File: src/rtl/cnn_accel_pkg.sv
// rtl/cnn_accel_pkg.sv - shared FSM encoding and default tile geometry for the CNN accelerator
package cnn_accel_pkg;

  typedef enum logic [1:0] {
    ST_IDLE  = 2'd0,
    ST_RUN   = 2'd1,
    ST_DRAIN = 2'd2,
    ST_DONE  = 2'd3
  } state_t;

  localparam int DEF_AW = 32;
  localparam int DEF_DW = 32;
  localparam int DEF_N  = 32;
  localparam int DEF_R  = 64;
  localparam int DEF_C  = 32;
  localparam int DEF_TN = 8;
  localparam int DEF_TR = 16;
  localparam int DEF_TC = 8;

  // Counter width for a 0..depth-1 index; never narrower than one bit.
  function automatic int cnt_width(input int depth);
    return (depth > 1) ? $clog2(depth) : 1;
  endfunction

endpackage

File: src/rtl/tile_idx_counter3.sv
// rtl/tile_idx_counter3.sv - three nested wrap-and-carry tile index counters
module tile_idx_counter3
  import cnn_accel_pkg::*;
#(
  parameter int D0 = DEF_TC,
  parameter int D1 = DEF_TR,
  parameter int D2 = DEF_TN,
  parameter int W0 = cnt_width(D0),
  parameter int W1 = cnt_width(D1),
  parameter int W2 = cnt_width(D2)
) (
  input  logic          clk,
  input  logic          rst_n,
  input  logic          clr,
  input  logic          en,
  output logic [W0-1:0] cnt0,
  output logic [W1-1:0] cnt1,
  output logic [W2-1:0] cnt2,
  output logic          last
);

  localparam logic [W0-1:0] LP_MAX0 = W0'(D0 - 1);
  localparam logic [W1-1:0] LP_MAX1 = W1'(D1 - 1);
  localparam logic [W2-1:0] LP_MAX2 = W2'(D2 - 1);

  logic [W0-1:0] r_cnt0;
  logic [W1-1:0] r_cnt1;
  logic [W2-1:0] r_cnt2;
  logic          w_wrap0;
  logic          w_wrap1;
  logic          w_wrap2;

  assign w_wrap0 = (r_cnt0 == LP_MAX0);
  assign w_wrap1 = (r_cnt1 == LP_MAX1);
  assign w_wrap2 = (r_cnt2 == LP_MAX2);

  // Innermost counter steps on every enable; each wrap carries one level outward.
  always_ff @(posedge clk or negedge rst_n) begin
    if (!rst_n) begin
      r_cnt0 <= '0;
      r_cnt1 <= '0;
      r_cnt2 <= '0;
    end else if (clr) begin
      r_cnt0 <= '0;
      r_cnt1 <= '0;
      r_cnt2 <= '0;
    end else if (en) begin
      if (w_wrap0) begin
        r_cnt0 <= '0;
        if (w_wrap1) begin
          r_cnt1 <= '0;
          r_cnt2 <= w_wrap2 ? '0 : r_cnt2 + W2'(1);
        end else begin
          r_cnt1 <= r_cnt1 + W1'(1);
        end
      end else begin
        r_cnt0 <= r_cnt0 + W0'(1);
      end
    end
  end

  assign cnt0 = r_cnt0;
  assign cnt1 = r_cnt1;
  assign cnt2 = r_cnt2;
  assign last = w_wrap0 && w_wrap1 && w_wrap2;

endmodule

File: src/rtl/fifo_to_out_fm_ram.sv
// rtl/fifo_to_out_fm_ram.sv - drains one output tile from the result FIFO into the output feature-map RAM
module fifo_to_out_fm_ram
  import cnn_accel_pkg::*;
#(
  parameter int AW = DEF_AW,
  parameter int DW = DEF_DW,
  parameter int N  = DEF_N,
  parameter int R  = DEF_R,
  parameter int C  = DEF_C,
  parameter int Tn = DEF_TN,
  parameter int Tr = DEF_TR,
  parameter int Tc = DEF_TC
) (
  input  logic          clk,
  input  logic          rst_n,
  input  logic          start,
  output logic          done,
  output logic          fifo_pop,
  input  logic          fifo_empty,
  input  logic [DW-1:0] data_from_fifo,
  output logic          ram_we,
  output logic [AW-1:0] ram_addr,
  output logic [DW-1:0] data_to_ram,
  input  logic [AW-1:0] tile_base_n,
  input  logic [AW-1:0] tile_base_row,
  input  logic [AW-1:0] tile_base_col
);

  localparam int WN = cnt_width(Tn);
  localparam int WR = cnt_width(Tr);
  localparam int WC = cnt_width(Tc);

  localparam logic [AW-1:0] LP_RC    = AW'(R * C);
  localparam logic [AW-1:0] LP_C     = AW'(C);
  localparam logic [AW:0]   LP_LIM_N = (AW+1)'(N);
  localparam logic [AW:0]   LP_LIM_R = (AW+1)'(R);
  localparam logic [AW:0]   LP_LIM_C = (AW+1)'(C);

  state_t        r_state;
  state_t        w_next;
  logic          w_capture;
  logic          w_pop;
  logic          w_done;

  logic [AW-1:0] r_base_n;
  logic [AW-1:0] r_base_row;
  logic [AW-1:0] r_base_col;

  logic [WN-1:0] w_cnt_n;
  logic [WR-1:0] w_cnt_r;
  logic [WC-1:0] w_cnt_c;
  logic          w_last;

  logic [AW:0]   w_n_sum;
  logic [AW:0]   w_r_sum;
  logic [AW:0]   w_c_sum;
  logic          w_legal;
  logic [AW-1:0] w_addr;

  logic          r_s1_valid;
  logic          r_s1_legal;
  logic [AW-1:0] r_s1_addr;

  logic          r_we;
  logic [AW-1:0] r_addr;
  logic [DW-1:0] r_data;

  // State register; reset drops any tile in flight.
  always_ff @(posedge clk or negedge rst_n) begin
    if (!rst_n) r_state <= ST_IDLE;
    else        r_state <= w_next;
  end

  // Next state plus pop/capture/done strobes.
  always_comb begin
    w_next    = r_state;
    w_capture = 1'b0;
    w_pop     = 1'b0;
    w_done    = 1'b0;
    case (r_state)
      ST_IDLE: begin
        if (start) begin
          w_capture = 1'b1;
          w_next    = ST_RUN;
        end
      end
      ST_RUN: begin
        w_pop = !fifo_empty;
        if (w_pop && w_last) w_next = ST_DRAIN;
      end
      ST_DRAIN: begin
        if (!r_s1_valid) w_next = ST_DONE;
      end
      ST_DONE: begin
        w_done = 1'b1;
        w_next = ST_IDLE;
      end
      default: w_next = ST_IDLE;
    endcase
  end

  assign fifo_pop = w_pop;
  assign done     = w_done;

  // Tile origin is frozen at the accepted start so the caller may change it mid-tile.
  always_ff @(posedge clk or negedge rst_n) begin
    if (!rst_n) begin
      r_base_n   <= '0;
      r_base_row <= '0;
      r_base_col <= '0;
    end else if (w_capture) begin
      r_base_n   <= tile_base_n;
      r_base_row <= tile_base_row;
      r_base_col <= tile_base_col;
    end
  end

  tile_idx_counter3 #(
    .D0(Tc), .D1(Tr), .D2(Tn),
    .W0(WC), .W1(WR), .W2(WN)
  ) u_idx (
    .clk  (clk),
    .rst_n(rst_n),
    .clr  (w_capture),
    .en   (w_pop),
    .cnt0 (w_cnt_c),
    .cnt1 (w_cnt_r),
    .cnt2 (w_cnt_n),
    .last (w_last)
  );

  // One extra bit keeps a large base from wrapping back into the legal range.
  assign w_n_sum = {1'b0, r_base_n}   + (AW+1)'(w_cnt_n);
  assign w_r_sum = {1'b0, r_base_row} + (AW+1)'(w_cnt_r);
  assign w_c_sum = {1'b0, r_base_col} + (AW+1)'(w_cnt_c);
  assign w_legal = (w_n_sum < LP_LIM_N) && (w_r_sum < LP_LIM_R) && (w_c_sum < LP_LIM_C);
  assign w_addr  = w_n_sum[AW-1:0] * LP_RC + w_r_sum[AW-1:0] * LP_C + w_c_sum[AW-1:0];

  // Stage 1: address and legality ride alongside the word that arrives next cycle.
  always_ff @(posedge clk or negedge rst_n) begin
    if (!rst_n) begin
      r_s1_valid <= 1'b0;
      r_s1_legal <= 1'b0;
      r_s1_addr  <= '0;
    end else begin
      r_s1_valid <= w_pop;
      if (w_pop) begin
        r_s1_legal <= w_legal;
        r_s1_addr  <= w_addr;
      end
    end
  end

  // Stage 2: registered RAM write port; illegal words are consumed without a write.
  always_ff @(posedge clk or negedge rst_n) begin
    if (!rst_n) begin
      r_we   <= 1'b0;
      r_addr <= '0;
      r_data <= '0;
    end else begin
      r_we <= r_s1_valid && r_s1_legal;
      if (r_s1_valid) begin
        r_addr <= r_s1_addr;
        r_data <= data_from_fifo;
      end
    end
  end

  assign ram_we      = r_we;
  assign ram_addr    = r_addr;
  assign data_to_ram = r_data;

endmodule

File: config.mk
export PLATFORM = sky130hd
export DESIGN_NAME = fifo_to_out_fm_ram
export DESIGN_NICKNAME = d
export VERILOG_FILES = /design/src/rtl/cnn_accel_pkg.sv /design/src/rtl/tile_idx_counter3.sv /design/src/rtl/fifo_to_out_fm_ram.sv
export SDC_FILE = /design/constraint.sdc
export NUM_CORES = 1
export LEC_CHECK = 0
export CORE_MARGIN = 5
export CORE_UTILIZATION = 49
export DETAILED_ROUTE_END_ITERATION = 8
export MAX_ROUTING_LAYER = met4
export PLACE_DENSITY = 0.86
export SLEW_MARGIN = 5
export SYNTH_ARGS = -nofsm -noshare
export SYNTH_HDL_FRONTEND = slang
export SYNTH_SLANG_ARGS = --single-unit
File: constraint.sdc
create_clock -name clk -period 4.21 [get_ports clk]
set_input_delay 1.263 -clock clk [delete_from_list [all_inputs] [get_ports clk]]
set_output_delay 1.263 -clock clk [all_outputs]
set_load 0.1 [all_outputs]
# [Word-level counts from Yosys, hierarchy flattened]
# Index checks and enable logic that the tools add are counted.
[totals] ff_bits=207 inputBits=132 out_inout_bits=67
[classes] addsub=8 magnitude_cmp=3 n_eq_ne=9 mux=20 n_reduce_logical=14
[op_table] operator="$add 32x3->33" count=2
[op_table] operator="$lt 33x6->1 const B" count=2
[op_table] operator="$add 32x32->32" count=2
[op_table] operator="$add 32x4->33" count=1
[op_table] operator="$lt 33x7->1 const B" count=1
[op_table] operator="$mux 3" count=8
[op_table] operator="$mux 4" count=4
[op_table] operator="$pmux 2 s4" count=1
[op_table] operator="$add 3x1->3 const B" count=2
[op_table] operator="$eq 3x3->1 const B" count=2
[op_table] operator="$logic_and 1x1->1" count=6
[op_table] operator="$mux 2" count=3
[op_table] operator="$ne 2x2->1 const B" count=3
[op_table] operator="$reduce_and 3->1" count=2
[op_table] operator="$reduce_bool 2->1" count=3
[op_table] operator="$add 4x1->4 const B" count=1
[op_table] operator="$eq 2x2->1 const B" count=2
[op_table] operator="$eq 4x4->1 const B" count=1
[op_table] operator="$mux 1" count=4
[op_table] operator="$eq 2x1->1 const B" count=1
[op_table] operator="$logic_not 2->1" count=1
[op_table] operator="$reduce_and 2->1" count=1
[op_table] operator="$logic_not 1->1" count=1

# [Logic depth before layout (Yosys ltp)]
# Gate-level depths: netlist (run 1).
[depth] ltp_word=6 ltp_mapped=20 ltp_nobuf=19

# [By module]
# A second synthesis (run 1) with hierarchy kept.
[hier_totals] cells_unflattened=1132 hier_area_um2=12279.3
[modules_own_cells] module="fifo_to_out_fm_ram" instances=1 cells_per_inst=1080 area_each_um2=11748.8 seq_area_each_um2=4929.7
[modules_own_cells] module="tile_idx_counter3" instances=1 cells_per_inst=52 area_each_um2=530.5 seq_area_each_um2=250.2

# [Least setup slack after synthesis (run 1)]
# OpenSTA, ideal clock, no wires.
[synth_timing] path_kind="reg2reg" from="reg u_idx.r_cnt1[0] (netlist: u_idx.cnt1[0])" to="reg r_s1_addr[31]" setup_time_ps=129 t_arrival_ps=4275 path_slack_ps=-194 stages_incl_launch_ff=20 path_buffers=0 period_less_slack_ps=4404 cell_sequence="dfrtp_1 > ha_1 > inv_1 > fa_1 > nand2b_1 > a211oi_2 > nand3_1 > nor2_1 > xor2_1 > fa_1 > ha_1 > nand4_1 > o21bai_1 > o211ai_1 > o211ai_1 > a221oi_1 > o21ai_0 > a31oi_1 > xnor2_1 > o21ai_1"
[synth_between] elab_chain_cells=3
[synth_rtl] element="start: declaration" line_no="tile_idx_counter3.sv:27" text="logic [W1-1:0] r_cnt1;"
[synth_rtl] element="start signal: assignment" line_no="tile_idx_counter3.sv:54" text="r_cnt1 <= r_cnt1 + W1'(1);"
[synth_rtl] element="$add 32x4->33" line_no="fifo_to_out_fm_ram.sv:134" text="assign w_r_sum = {1'b0, r_base_row} + (AW+1)'(w_cnt_r);"
[synth_rtl] element="$add 32x32->32 (2 in a row)" line_no="fifo_to_out_fm_ram.sv:137" text="assign w_addr = w_n_sum[AW-1:0] * LP_RC + w_r_sum[AW-1:0] * LP_C + w_c_sum[AW-1:0];"
[synth_rtl] element="end signal: assignment" line_no="fifo_to_out_fm_ram.sv:149" text="r_s1_addr <= w_addr;"
[synth_rtl] element="end: declaration" line_no="fifo_to_out_fm_ram.sv:62" text="logic [AW-1:0] r_s1_addr;"
# Every way passes these cells.
# A chain may end at the register's enable or synchronous reset.

# [Worst setup path in the final report (run 1)]
[layout_timing] from="reg r_base_row[0]" to="reg r_s1_addr[31]"
[layout_between] elab_chain_cells=3
[layout_rtl] element="start: declaration" line_no="fifo_to_out_fm_ram.sv:46" text="logic [AW-1:0] r_base_row;"
[layout_rtl] element="start signal: assignment" line_no="fifo_to_out_fm_ram.sv:113" text="r_base_row <= tile_base_row;"
[layout_rtl] element="$add 32x4->33" line_no="fifo_to_out_fm_ram.sv:134"
[layout_rtl] element="$add 32x32->32 (2 in a row)" line_no="fifo_to_out_fm_ram.sv:137"
# Every way passes these cells.

==> run_results.csv, run 1 <==
group,metric,value,unit
clocking,cts_buffers,23,
sta,whs,472,ps
routing,drt_pass1_iterations,6,
routing,wl_per_cell,18.6,µm
placed_design,hpwl,24900,µm
hold_path,hp-class,"reg -> reg",
setup_path,cp_slowest_cell,"fa_1",
grt,grt_pass1_wl,51900,µm
grt,grt_pass1_vias,9755,
outcome,violations,"setup timing",
logic_synthesis,synth.most_common_cell,"dfrtp_1",
routing,drtAntennaViolNets,0,
clocking,clock_latency,510,ps
clocking,clock-sinks,207,
sta,min_period_over_period,101,%
floorplanning,dieArea,0.0276,mm²
placed_design,gp_congestion,0.978,
floorplanning,fp.dieH,166,µm
logic_synthesis,synth_enable_flop_cells,0,
grt,grt_max_degree,81,
routing,vias,9525,
routing,wl,32700,µm
sta,setup-violations-final,3,
hold_path,min_path_cells,2,
sta,fin_ws,-59.2,ps
clocking,tritoncts,"built",
final_layout,layout-drive-gt1-share,29.2,%
final_layout,syn_to_final_growth,37.9,%
sta,max_slew.worst_pin.slew,1010,ps
sta,maxSlewViolCount,0,
floorplanning,initial_core_util,49.4,%
routing,viasPerCell,5.41,
clocking,cts.reportedPaths.clkPinSlew,60,ps
setup_path,cp.arrival,4630,ps
floorplanning,core,0.0242,mm²
logic_synthesis,netlist_area,0.0120,mm²
logic_synthesis,yosys_most_used_dff,"dfrtp_1",
clocking,cts_hold_buf,0,
logic_synthesis,synthesis.nets,1303,
sta,final-hold-violation-count,0,
floorplanning,num_rows,57,
logic_synthesis,syn_avg_cell_area,10.9,µm²
grt,antenna_found_initial,0,
logic_synthesis,synth_common_cells,"dfrtp_1 (207), mux2_2 (157), nand2_1 (100)",
final_layout,fill_cells,1743,
grt,grt-ovfl-total,0,
sta,max_freq,234,MHz
setup_path,crit_path_start_kind,"flip-flop",
logic_synthesis,synth_cell_types,72,
logic_synthesis,synth-seq-cells,207,
placed_design,io_buffers,198,
sta,fin_skew,21.7,ps
setup_path,slowest_delay,440,ps
logic_synthesis,synth_warnings,0,
floorplanning,fp.dieW,166,µm
setup_path,critPathKind,"reg -> reg",
logic_synthesis,synth_top_area_share,43.3,%
sta,rsz0062_at_grt,"yes",
logic_synthesis,synth_area_leader_cell,"dfrtp_1",
setup_path,reg2reg_depth,19,
outcome,status,"complete, but fails checks",
routing,drc,0,
routing,drt_iter0_drc,601,
grt,track_usage,23.5,%
logic_synthesis,netlist_instances,1096,
logic_synthesis,synthArstFlopShare,100,%
logic_synthesis,yosys-top-cells-area,"dfrtp_1 (43%), mux2_2 (15%), ha_1 (5.3%)",
run,cap_violations,0,
clocking,cts_buffer_depth,3,
setup_path,cp_max_fo,6,
sta,fin_crit,4270,ps
final_layout,antenna_cells,0,
clocking,cts_root_buffer,"clkbuf_16",
setup_path,endpoint_kind,"flip-flop",
floorplanning,num_io_pins,199,
sta,maxSlewHeadroom,32.4,%
final_layout,final_nets,1627,
clocking,cts.htree.levels,1,
setup_path,worstPathRequired,4570,ps
setup_path,path_cells,"ha_2 -> inv_2 -> fa_2 -> nand2b_4 -> a211oi_4 -> buf_12 -> buf_4 -> nand3_4 -> nor2_4 -> xor2_2 -> fa_1 -> ha_1 -> and3_1 -> and3_1 -> a221oi_2 -> o21ai_1 -> a31oi_1 -> xnor2_1 -> o21ai_1",
logic_synthesis,yosysSeqAreaShare,43.3,%
==> per-stage QoR <==
step	TNS [ps]	std cells	instance area (µm²)	setup WS, ps	util [%]
after floorplan	-11.3	1096	12000	-11.3	-
after global placement	-378	1702	15200	-108	62.8
after detailed placement	-1840	1702	15200	-336	62.8
after CTS	0	1750	16100	1.20	66.5
after global routing	-1350	1761	16500	-220	68.2
final	-104	1761	16500	-59.2	68.2
==> area by class of cell <==
class                      instances  area, µm²  area share (%)
multi-input combinational        809       6920            42.0
sequential                       207       5180            31.4
timing repair buffer             336       3080            18.7
clock buffer                      34        657            3.99
tap                              324        405            2.46
inverter                          43        161           0.979
clock inverter                     8       75.1           0.455
==> layer usage <==
metal  GRT usage, %  vias up  share of wire, %
met5              -        -                 0
met4           4.99        0               1.8
met3           2.74       52               5.1
met2           38.3      302                48
met1           32.0     4638                45
li1               -     4533                 -
==> worst paths after layout <==
| path | startpoint | end | slack, ps |
|---|---|---|---|
| worst max-delay path | r_base_row[0] | r_s1_addr[31] | -60 |
| worst min-delay path | r_s1_addr[0] | r_s1_addr[0] | 470 |
| worst max register to register | r_base_row[0] | r_s1_addr[31] | -60 |
| worst min register to register | r_s1_addr[0] | r_s1_addr[0] | 470 |
| max in group asynchronous | rst_n | data_to_ram[2] | 2480 |
| min in group asynchronous | rst_n | r_state[1] | 770 |
==> sequential cells by signal, summed over array words and instances (netlist names), 3 cells and up <==
register,cells
r_base_col,32
u_idx.cnt1,4
u_idx.cnt0,3
u_idx.cnt2,3
data_to_ram,32
r_s1_addr,32
r_base_n,32
ram_addr,32
r_base_row,32
==> cells by family (layout without fill, tap and decap cells) <==
| logic type | after synthesis | in the layout | synth area share [%] |
|---|---|---|---|
| compound gates | 154 | 154 | 8.04 |
| xor+xnor | 104 | 104 | 7.62 |
| fa+ha+maj | 75 | 75 | 9.36 |
| buf+inv | 80 | 421 | 2.72 |
| flops | 207 | 207 | 43.3 |
| mux | 163 | 163 | 15.3 |
| simple gates | 313 | 313 | 13.6 |
==> layout by cell type, fill, tap and decap left out, types with 16 or more instances in the layout <==
cell type / n
dfrtp_1: 206
clkdlybuf4s50_1: 195
mux2_2: 157
buf_4: 134
nand2_1: 100
xnor2_1: 55
nor2_1: 43
inv_1: 41
o21ai_0: 40
ha_1: 38
xor2_1: 37
nand3_1: 33
nand4_1: 25
a21oi_1: 23
clkbuf_16: 23
and3_1: 22
fa_1: 20
a21o_1: 17
nor3_1: 16
==> critical path, delay by kind of cell, from the launching register on <==
kind                     cells  cell delay, ps
AND/OR/NAND/NOR              5             850
buffers and inverters        3             310
flip-flops                   1             370
adder cells (fa/ha/maj)      4            1330
AO/OA/AOI/OAI                5             890
XOR/XNOR                     2             340
==> what timing repair did <==
| action | in CTS | in global routing |
|---|---|---|
| resized for setup | 21 | 62 |
| setup buffers | 6 | 11 |
| setup endpoints to repair | 12 | 15 |
| pin swaps | 16 | 25 |
Power of run 1 is not shown: default switching activity piles up to over one toggle a cycle in this logic, so the estimate is an artifact.
==> inputs of run 2 (changes only) <==
CORE_MARGIN = 1   (was 5)
SLEW_MARGIN = 20   (was 5)
==> run 2 against run 1 <==
Compared with the run above: cell area fell by 0.24%; the flow still finishes with violations (setup timing); via count rose by 0.84%; wire length is 2.1% lower; critical path depth stayed put; flip-flop and latch count stayed put; register-to-register slack lost 30 ps; cell count decreased by 0.40%; hold slack better by 1.7 ps; setup slack got worse by 28 ps; maximum frequency decreased by 0.65%; first-iteration DRC count fell by 4.8%; global-route usage increased by 3.1 points.
==> run_results.csv, run 2 (synthesis results as in run 1) <==
group,metric,value,unit
outcome,status,"complete, but fails checks",
outcome,violations,"setup timing",
setup_path,endpoint,"r_s1_addr[31]",
sta,maxSlewHeadroom,32.3,%
setup_path,worstSetupStartpoint,"r_base_row[0]",
clocking,cts.htree.levels,1,
floorplanning,num_io_pins,199,
clocking,cts.reportedPaths.clkPinSlew,70,ps
placed_design,io_buffers,198,
final_layout,final_util,69.4,%
final_layout,syn_to_final_growth,37.5,%
sta,max_freq,233,MHz
clocking,tritoncts,"built",
sta,setup-violations-final,5,
clocking,cts_hold_buf,0,
clocking,cts_buffers,23,
setup_path,cp_max_fo,2,
setup_path,critPathKind,"reg -> reg",
final_layout,antenna_cells,0,
sta,min_period_over_period,102,%
clocking,cts_buffer_depth,3,
setup_path,reg2reg_depth,19,
floorplanning,core,0.0237,mm²
routing,drtAntennaViolNets,0,
sta,fin_crit,4300,ps
clocking,cts_root_buffer,"clkbuf_16",
routing,drt_pass1_iterations,5,
setup_path,rrSetupSlack,-90,ps
routing,wl,32100,µm
placed_design,gp_congestion,0.939,
routing,wl_per_cell,18.3,µm
floorplanning,dieArea,0.0250,mm²
grt,grt-ovfl-total,0,
hold_path,hp-class,"reg -> reg",
floorplanning,fp.dieW,158,µm
placed_design,hpwl,24400,µm
floorplanning,initial_core_util,50.5,%
final_layout,layout_common_cells,"dfrtp_1 (205), clkdlybuf4s50_1 (195), mux2_2 (157)",
sta,rsz0062_at_grt,"yes",
clocking,clock_latency,530,ps
grt,grt_max_degree,113,
routing,drt_iter0_drc,572,
routing,drc,0,
grt,grt_pass1_vias,9584,
sta,maxSlewViolCount,0,
grt,grtUsageMet3,3.20,%
setup_path,worstPathRequired,4610,ps
floorplanning,num_rows,56,
hold_path,hold_start,"r_s1_addr[8]",
routing,vias,9605,
setup_path,endpoint_kind,"flip-flop",
sta,finalSetupTns,-183,ps
sta,fin_ws,-87.0,ps
final_layout,stdcell_area,0.0164,mm²
floorplanning,fp.dieH,158,µm
grt,grt_busiest_layer,"met2",
routing,viasPerCell,5.48,
placed_design,placed_cell_area,0.0151,mm²
setup_path,r2r-end,"r_s1_addr[31]",
grt,grt_pass1_wl,50000,µm
sta,max_slew.worst_pin.slew,1010,ps
sta,fin_skew,10.1,ps
grt,track_usage,26.6,%
final_layout,final_common_cell,"dfrtp_1",
setup_path,cp.arrival,4690,ps
run,cap_violations,0,
setup_path,crit_path_start_kind,"flip-flop",
setup_path,timing.rr.start,"r_base_row[0]",
grt,grtUsageMet2,43.9,%
grt,use_met1,34.6,%
grt,antenna_found_initial,0,
final_layout,layout-drive-gt1-share,28.8,%
final_layout,final_nets,1627,
clocking,clock-sinks,207,
sta,final-hold-violation-count,0,
-- run 2: cell count changes in the layout (fill, tap and decap cells not counted), moves of 3 or more --
cell       previous run  this run
bufinv_16             1         4
nand3_2               4         1
o21ai_0              40        44
ha_1                 38        42
ha_4                 10         6
clkbuf_1              7         4
o21ai_1              13         9
-- run 2: cell type report --
type / count / area [µm²]
fillers: 1739 / 7240
flip-flops and latches: 207 / 5180
inverters: 43 / 161
repair buffers: 336 / 3060
multi-input cells: 809 / 6840
well taps: 319 / 399
clock buffers: 30 / 632
clock inverters: 10 / 170
-- run 2: stage by stage --
step	setup WS [ps]	cells	hold WS, ps
after floorplan	-11.3	1096	433
after global placement	-51.6	1693	452
after detailed placement	-162	1693	463
after CTS	0.263	1739	481
after global routing	-246	1754	492
final	-87.0	1754	474
-- run 2: how the worst min path moves through the flow --
stage               endpoint  slack, ps  cells after the start
2_1_floorplan  r_s1_addr[10]        430                      2
3_3_place_gp   r_s1_addr[10]        450                      2
3_5_place_dp    r_s1_addr[1]        460                      2
4_1_cts         r_s1_addr[8]        480                      2
5_1_grt         r_s1_addr[4]        490                      2
6_report        r_s1_addr[8]        470                      2
-- run 2: worst max-delay path: stages (launching register included) --
cell      delay (ps)
dfrtp_1          360
ha_2             190
inv_2             40
fa_2             350
nand2b_4         170
a21oi_2          160
and3_4           230
xnor2_4           80
fa_1             500
inv_1             50
ha_2             180
a21o_1           190
or3_1            300
o211ai_1         270
o211ai_1         210
a221oi_2         320
o21ai_1          140
a31oi_1          210
xnor2_1          140
o21ai_1           70
-- run 2: timing repair --
item                       4_1_cts  5_1_grt
gates resized for setup         16       52
pin swaps                        9       36
buffers inserted                 6       15
setup endpoints to repair        9       15
-- run 2: routing by layer --
metal	up-vias	part of all wire (%)	wire length [µm]
li1	4527	-	-
met1	4691	43	13800
met2	328	49	15600
met3	59	5.7	1830
met4	0	2.7	869
met5	-	0	0
Power of run 2 is left out for the same reason.
==> inputs of run 3 (changes only) <==
ABC_AREA = 1   (was not set)
CORE_UTILIZATION = 50   (was 49)
PLACE_DENSITY = 0.87   (was 0.86)
SLEW_MARGIN = not set   (was 20)
==> run 3 against run 2 <==
Compared with the run above: critical endpoint is now r_s1_addr[26]; setup slack improved by 290 ps; critical path type unchanged; hold slack better by 4.6 ps; flip-flop and latch count stayed put; synthesized area grew 11%; via count up 23%; first-iteration DRC count grew 58%; the flow now finishes without violations; register-to-register slack better by 290 ps.
==> run_results.csv, run 3 <==
group,metric,value,unit
setup_path,critPathTopFamily,"adder cells",
floorplanning,num_rows,59,
routing,drt_pass1_iterations,5,
logic_synthesis,synth_cell_types,42,
final_layout,final_common_cell,"nand2_1",
setup_path,critPathKind,"reg -> reg",
routing,vias,11854,
routing,wl_per_cell,16.8,µm
floorplanning,core,0.0260,mm²
logic_synthesis,netlist_area,0.0132,mm²
setup_path,crit_top_cell,"nand2_1",
final_layout,final_nets,2096,
sta,rsz0062_at_grt,"yes",
logic_synthesis,synth_warnings,0,
setup_path,endpoint_kind,"flip-flop",
setup_path,crit_buf_inv,4,
floorplanning,fp.dieH,165,µm
sta,max_slew.worst_pin.slew,1010,ps
sta,maxSlewHeadroom,32.4,%
placed_design,hpwl,30200,µm
sta,min_period_over_period,95.3,%
sta,whs,478,ps
logic_synthesis,synth_area_leader_cell,"dfrtp_1",
grt,grt_pass1_vias,11615,
clocking,cts_buffer_depth,3,
grt,grt_max_degree,89,
grt,track_usage,28.9,%
floorplanning,num_io_pins,199,
grt,grt-ovfl-total,0,
outcome,status,"completed",
clocking,clock-sinks,207,
logic_synthesis,yosysSeqAreaShare,39.2,%
final_layout,syn_to_final_growth,26.7,%
placed_design,gp_congestion,1.01,
sta,final-hold-violation-count,0,
logic_synthesis,synthesis.nets,1878,
final_layout,antenna_cells,0,
logic_synthesis,synth_common_cells,"nand2_1 (425), nor2_1 (233), dfrtp_1 (207)",
routing,drt_iter0_drc,905,
logic_synthesis,synthArstFlopShare,100,%
routing,drc,0,
grt,antenna_found_initial,0,
clocking,cts.reportedPaths.clkPinSlew,60,ps
clocking,cts_root_buffer,"clkbuf_16",
sta,fin_skew,12.4,ps
setup_path,slowest_delay,550,ps
logic_synthesis,synth.most_common_cell,"nand2_1",
routing,wl,37700,µm
sta,setup-violations-final,0,
setup_path,cp_slowest_cell,"fa_1",
sta,fin_crit,4010,ps
grt,grt_pass1_wl,59400,µm
clocking,clock_latency,520,ps
floorplanning,initial_core_util,50.9,%
logic_synthesis,synth_enable_flop_cells,0,
floorplanning,fp.dieW,165,µm
final_layout,layout-drive-gt1-share,13.6,%
logic_synthesis,yosys_most_used_dff,"dfrtp_1",
setup_path,path_cells,"ha_4 -> inv_1 -> fa_1 -> inv_1 -> nand2_1 -> nand2_2 -> nand2_2 -> inv_2 -> nand2_2 -> nor2_2 -> nand2_1 -> nand2_1 -> inv_1 -> fa_1 -> ha_4 -> a21oi_1 -> o21a_1 -> o21ai_0 -> nor2_1 -> o21bai_1 -> or2_2 -> nand3_1 -> nand2_1",
placed_design,io_buffers,198,
routing,viasPerCell,5.29,
logic_synthesis,synth_top_area_share,39.2,%
sta,max_freq,249,MHz
floorplanning,dieArea,0.0271,mm²
run,cap_violations,0,
setup_path,cp.arrival,4420,ps
logic_synthesis,yosys-top-cells-area,"dfrtp_1 (39%), nand2_1 (12%), mux2_2 (8.5%)",
logic_synthesis,syn_avg_cell_area,7.91,µm²
logic_synthesis,netlist_instances,1671,
clocking,tritoncts,"built",
final_layout,layout_common_cells,"nand2_1 (417), nor2_1 (229), dfrtp_1 (205)",
sta,maxSlewViolCount,0,
clocking,cts.htree.levels,1,
routing,drtAntennaViolNets,0,
setup_path,worstPathRequired,4620,ps
hold_path,hp-class,"reg -> reg",
logic_synthesis,synth-seq-cells,207,
setup_path,cp_max_fo,5,
setup_path,crit_path_start_kind,"flip-flop",
clocking,cts_buffers,23,
[run 3: worst paths after layout]
path                       depth (start not counted)              end  slack (ps)           from
max in group asynchronous                          2  data_to_ram[19]        2560          rst_n
min in group asynchronous                          1     r_base_n[26]         770          rst_n
min reg2reg                                        2           ram_we         480     r_s1_legal
max reg2reg                                       23    r_s1_addr[26]         200  u_idx.cnt1[0]
min                                                2           ram_we         480     r_s1_legal
max                                               23    r_s1_addr[26]         200  u_idx.cnt1[0]
[run 3: cells by family (layout without fill, tap and decap cells)]
kind of cell | count (synthesis) | in the layout | share of synthesized area, %
and+or+nand+nor | 845 | 845 | 27.3
xor gates and xnor gates | 52 | 52 | 3.44
buffers and inverters | 224 | 459 | 6.37
DFF | 207 | 207 | 39.2
muxes | 100 | 100 | 8.52
adders and majority gates | 75 | 75 | 8.46
AOI/OAI and AO/OA | 168 | 168 | 6.74
[run 3: routing by layer]
layer	GRT usage (%)	share of wire (%)
met3	3.62	5.9
met5	-	0
met1	38.4	45
met2	46.7	47
met4	7.59	2.6
[run 3: layout make-up]
class                      count  area [µm²]
multi-input combinational   1240        7420
clock buffer                  35         701
inverter                     191         717
timing repair buffer         226        2230
fill                        2239        9240
clock inverter                 7        72.6
sequential                   207        5180
tap                          335         419
[run 3: what timing repair did]
item | CTS | global route
hold buffers | 0 | 0
endpoints found under the setup margin | 0 | 14
gates resized for setup | 0 | 45
buffers inserted | 0 | 2
[run 3: tightest hold or removal path, delay by kind of cell, from the launching register on]
kind / cells / cell delay (ps)
flops: 1 / 340
simple gates: 1 / 60
buf+inv: 1 / 50
[run 3: stage by stage]
stage	utilization [%]	TNS, ps	area, µm²	setup slack (ps)	std cells
after floorplan	-	0	13200	471	1671
after global routing	64.4	-10.1	16700	-6.43	2241
after CTS	63.5	0	16500	8.25	2239
after global placement	60.6	0	15700	113	2197
final	64.4	0	16700	199	2241
after detailed placement	60.6	0	15700	24.3	2197
Power of run 3 is left out for the same reason.
